### src/rtl/pong_game_ctrl.sv
`default_nettype none
// ============================================================================
//  Module   : pong_game_ctrl
//  Purpose  : Pong game sequencer. Runs the NEWGAME/PLAY/NEWBALL/OVER flow,
//             keeps the BCD score and balls-remaining count, and drives the
//             text-region enables and graphics freeze.
//  Options  : PONG_SCORE_SAT_EN - score saturates at 99 instead of wrapping.
//  Revision : 1.0  initial release
// ============================================================================
module pong_game_ctrl #(
    parameter int BALLS       = 3,
    parameter int TIMER_TICKS = 120
) (
    input  logic       clk,
    input  logic       reset_n,
    input  logic [1:0] btn,
    input  logic       hit,
    input  logic       miss,
    input  logic       refr_tick,
    output logic [3:0] dig0,
    output logic [3:0] dig1,
    output logic [1:0] ball,
    output logic       graph_still,
    output logic [3:0] text_en
);

    localparam logic [1:0] c_balls       = 2'(BALLS);
    localparam logic [7:0] c_timer_ticks = 8'(TIMER_TICKS);

    localparam logic [1:0] c_st_newgame = 2'd0;
    localparam logic [1:0] c_st_play    = 2'd1;
    localparam logic [1:0] c_st_newball = 2'd2;
    localparam logic [1:0] c_st_over    = 2'd3;

    logic [1:0] r_state,       w_state_next;
    logic [3:0] r_dig0,        w_dig0_next;
    logic [3:0] r_dig1,        w_dig1_next;
    logic [1:0] r_ball,        w_ball_next;
    logic [7:0] r_timer,       w_timer_next;
    logic       r_graph_still, w_graph_still_next;
    logic [3:0] r_text_en,     w_text_en_next;

    always_comb begin
        w_state_next = r_state;
        w_dig0_next  = r_dig0;
        w_dig1_next  = r_dig1;
        w_ball_next  = r_ball;
        w_timer_next = (refr_tick && (r_timer != 8'd0)) ? r_timer - 8'd1 : r_timer;

        case (r_state)
            c_st_newgame: begin
                if (btn != 2'b00) begin
                    w_state_next = c_st_play;
                    w_dig0_next  = 4'd0;
                    w_dig1_next  = 4'd0;
                    w_ball_next  = c_balls;
                end
            end
            c_st_play: begin
                // A miss outranks a simultaneous hit and any same-cycle tick.
                if (miss) begin
                    w_timer_next = c_timer_ticks;
                    if (r_ball == 2'd1) begin
                        w_ball_next  = 2'd0;
                        w_state_next = c_st_over;
                    end else begin
                        w_ball_next  = r_ball - 2'd1;
                        w_state_next = c_st_newball;
                    end
                end else if (hit) begin
                    if (r_dig0 == 4'd9) begin
                        if (r_dig1 == 4'd9) begin
`ifdef PONG_SCORE_SAT_EN
                            w_dig0_next = 4'd9;
                            w_dig1_next = 4'd9;
`else
                            w_dig0_next = 4'd0;
                            w_dig1_next = 4'd0;
`endif
                        end else begin
                            w_dig0_next = 4'd0;
                            w_dig1_next = r_dig1 + 4'd1;
                        end
                    end else begin
                        w_dig0_next = r_dig0 + 4'd1;
                    end
                end
            end
            c_st_newball: begin
                if ((r_timer == 8'd0) && (btn != 2'b00)) begin
                    w_state_next = c_st_play;
                end
            end
            c_st_over: begin
                // Score is left untouched so the final result stays on screen.
                if (r_timer == 8'd0) begin
                    w_state_next = c_st_newgame;
                    w_ball_next  = c_balls;
                end
            end
            default: begin
                w_state_next = c_st_newgame;
            end
        endcase

        w_graph_still_next = (w_state_next != c_st_play);
        case (w_state_next)
            c_st_newgame: w_text_en_next = 4'b1110;
            c_st_over:    w_text_en_next = 4'b1001;
            default:      w_text_en_next = 4'b1000;
        endcase
    end

    always_ff @(posedge clk) begin
        if (!reset_n) begin
            r_state       <= c_st_newgame;
            r_dig0        <= 4'd0;
            r_dig1        <= 4'd0;
            r_ball        <= c_balls;
            r_timer       <= 8'd0;
            r_graph_still <= 1'b1;
            r_text_en     <= 4'b1110;
        end else begin
            r_state       <= w_state_next;
            r_dig0        <= w_dig0_next;
            r_dig1        <= w_dig1_next;
            r_ball        <= w_ball_next;
            r_timer       <= w_timer_next;
            r_graph_still <= w_graph_still_next;
            r_text_en     <= w_text_en_next;
        end
    end

    assign dig0        = r_dig0;
    assign dig1        = r_dig1;
    assign ball        = r_ball;
    assign graph_still = r_graph_still;
    assign text_en     = r_text_en;

endmodule
`default_nettype wire

### config.mk
export PLATFORM = sky130hd
export DESIGN_NAME = pong_game_ctrl
export DESIGN_NICKNAME = d
export VERILOG_FILES = /design/src/rtl/pong_game_ctrl.sv
export SDC_FILE = /design/constraint.sdc
export NUM_CORES = 1
export LEC_CHECK = 0
export BUFFER_PORTS_ARGS = -buffer_cell sky130_fd_sc_hd__buf_2
export CORE_MARGIN = 5
export CORE_UTILIZATION = 58
export DETAILED_ROUTE_END_ITERATION = 10
export GPL_TIMING_DRIVEN = 0
export HOLD_SLACK_MARGIN = 0.1
export PLACE_DENSITY_LB_ADDON = 0.08
export SYNTH_ARGS = -nofsm -noshare
export SYNTH_HDL_FRONTEND = slang
export SYNTH_SLANG_ARGS = --single-unit
### constraint.sdc
create_clock -name clk -period 3.05 [get_ports clk]
set_input_delay 0.61 -clock clk [delete_from_list [all_inputs] [get_ports clk]]
set_output_delay 0.61 -clock clk [all_outputs]
set_load 0.005 [all_outputs]
==> run_results.csv <==
group,metric,value,unit
pwr,leakagePower,0.552,nW
critical_path,critPathKind,"flip-flop to flip-flop",
pwr,pwr-share-seq,43.6,%
placement,dp_cells,188,
pwr,power_frac_clock,15.2,%
hold_path,hold_end,"dig1[0]",
clock_tree,clkTransAtPathRegs,130,ps
finish,finalNonFillerCells,192,
route,viasPerCell,5.66,
route,drc_errors,0,
critical_path,critPathLaunchType,"flip-flop",
placement,numPortBuffers,20,
critical_path,r2r_slack,1240,ps
grt,track_usage,16.9,%
finish,design_area,0.00138,sq mm
route,vias,1087,
timing,fin_ws,1240,ps
pwr,pwr-share-comb,41.2,%
route,drtIter0Drc,20,
timing,final-setup-viol-count,0,
yosys,synthFlopType,"dfxtp_1",
floorplanning,core,0.00198,sq mm
pwr,internal-power,0.564,mW
yosys,yosys.cell_types.count,42,
pwr,p_sw,0.362,mW
grt,first_global_vias,1059,
critical_path,cp-end-kind,"flip-flop",
floorplanning,die_x,55.8,microns
yosys,yosysWarnings,0,
route,ant_nets,0,
critical_path,r2r-start,"r_timer[0]",
critical_path,crit_path_cell_trace,"inv_1 -> ha_1 -> nor3b_2 -> nand2_1 -> a21oi_1 -> o21ai_0",
grt,antenna_found_initial,0,
floorplanning,start_util,61.3,%
finish,diodes,0,
timing,final.setup_skew,13.0,ps
placement,placedInstanceArea,0.00135,sq mm
timing,min_period_over_period,59.5,%
route,routed_wirelength,2500,microns
grt,overflow,0,
placement,dp_slack,1170,ps
yosys,synth.ff_latch_count,23,
critical_path,crit_slowest_cell,"nor3b_2",
clock_tree,htreeDepth,1,
floorplanning,ios,22,
route,wl_met1,1150,microns
grt,grt_max_degree,13,
pwr,power_density,674,mW/mm^2
floorplanning,dieArea,0.00311,sq mm
timing,maxSlewViolCount,0,
critical_path,reg2reg_to,"graph_still",
finish,final_common_cell,"dfxtp_1",
hold_path,hold_class,"flip-flop to flip-flop",
clock_tree,postCtsSetupBuffers,0,
clock_tree,cts_root_buf,"clkbuf_4",
timing,rsz0062_at_grt,"false",
grt,grt_pass1_wl,4370,microns
clock_tree,hold_buffers,0,
finish,drive_gt1_share,18.8,%
finish,final_core_util,69.4,%
yosys,syn_inst,141,
hold_path,hold_depth,2,
critical_path,cp.required,3250,ps
floorplanning,dieHeight,55.8,microns
yosys,synth-edff-count,0,
yosys,async_flop_share,0,%
yosys,yosysSeqAreaShare,37.9,%
finish,layout_common_cells,"dfxtp_1 (23), buf_2 (21), nand2_1 (12), nor2_1 (12)",
clock_tree,cts.sinks,23,
route,wl_met3,131,microns
timing,period_minus_slack,1810,ps
finish,multi_input_area,678,sq um
yosys,syn-cell-area,0.00121,sq mm
critical_path,critical_path.max_fanout,10,
clock_tree,clk_latency,310,ps
hold_path,worst_hold_startpoint,"dig1[0]",
critical_path,max_stage_delay,400,ps
timing,timing_hold_violations_final,0,
timing,tightest_slew,565,ps
pwr,netSwitchingFraction,39.1,%
placement,dp.final_hpwl,1860,microns
yosys,syn_avg_cell_area,8.62,sq um
clock_tree,postCtsResizedCells,0,
finish,regArea,460,sq um
critical_path,cp.arrival,2020,ps
clock_tree,cts_buffer_depth,2,
yosys,synth_fp_nets,155,
status,status,"complete, no violations",
pwr,p_total,0.926,mW
clock_tree,cts_tree,"done",
critical_path,rr_worst_depth,6,
timing,worst_hold_slack,537,ps
route,highest-signal-layer,"met4",
finish,fillers,173,
timing,slew_headroom,62.2,%
pwr,vdd_drop_max,515,uV
floorplanning,rows,16,
route,dr.pass1.iters,4,
route,wl_met2,1190,microns
finish,nets,180,
clock_tree,cts_made_buffers,3,
timing,fmax,0.551,GHz
timing,fin_tns_setup,0,ps
finish,syn2layout_area_growth,13.2,%
job,drv_cap,0,
route,post_drt_wl_per_cell,13.0,microns
placement,gp_congestion,0.828,
## power by group through the flow
stage	combinational [mW]	clock, mW	sequential, mW
finish	0.381	0.141	0.404
CTS	0.381	0.147	0.404
detailed placement	0.379	0	0.410
floorplan	0.301	0	0.402
global placement	0.362	0	0.406
global route	0.423	0.160	0.413
## cell families after synthesis
family / synth area share [%]
mux: 0.824
compound gates: 19.7
buf+inv: 6.28
other cells: 0.309
fa+ha+maj: 7.21
simple gates: 24.2
xor+xnor: 3.60
flops: 37.9
## layer usage
metal	track usage, %	up-vias
met3	3.25	4
met5	0	-
met4	8.33	0
li1	-	555
met1	20.1	500
met2	28.9	28
## sequential cells by signal, summed over array words and instances, names as in the netlist
signal       flops
r_timer          8
dig0             4
dig1             4
text_en          2
graph_still      1
ball             2
r_state          2
## final cells by class
type / instances / share of cell area, %
inverters: 10 / 2.73
repair buffers: 20 / 7.28
well taps: 27 / 2.46
multi-input cells: 102 / 49.3
plain buffers: 6 / 2.82
flip-flops and latches: 23 / 33.5
clock buffers: 4 / 1.91
## cells in the mapped netlist, types with 2 or more instances
cell / number / area share (%)
o21ai_0: 8 / 3.3
a32o_1: 2 / 1.6
nor3_1: 3 / 1.2
o22ai_1: 2 / 1.0
nor4_1: 6 / 3.1
ha_1: 7 / 7.2
a21oi_1: 10 / 4.1
a211oi_1: 4 / 2.5
and3_1: 2 / 1.0
nand3_1: 3 / 1.2
nand2_1: 12 / 3.7
buf_4: 2 / 1.2
xnor2_1: 5 / 3.6
dfxtp_1: 23 / 38
clkbuf_1: 2 / 0.62
inv_1: 10 / 3.1
or3_1: 2 / 1.0
o21bai_1: 2 / 1.2
nor2_1: 12 / 3.7
a31oi_1: 2 / 1.0
## worst max-delay path, delay by kind of cell (launching register included)
kind / cells / cell delay, ps
DFF: 1 / 330
AOI/OAI and AO/OA: 2 / 380
adders and majority gates: 1 / 160
and+or+nand+nor: 2 / 740
buffers and inverters: 1 / 110
## how the worst max path moves through the flow
stage,cells after the start,slack [ps],endpoint,startpoint
global route,6,1090,graph_still,r_timer[0]
CTS,6,1250,graph_still,r_timer[0]
detailed placement,5,1170,r_timer[5],refr_tick
floorplan,4,1390,r_timer[5],refr_tick
finish,6,1240,graph_still,r_timer[0]
global placement,5,1180,r_timer[5],refr_tick
Note: power is estimated with default switching activity, not from simulation.
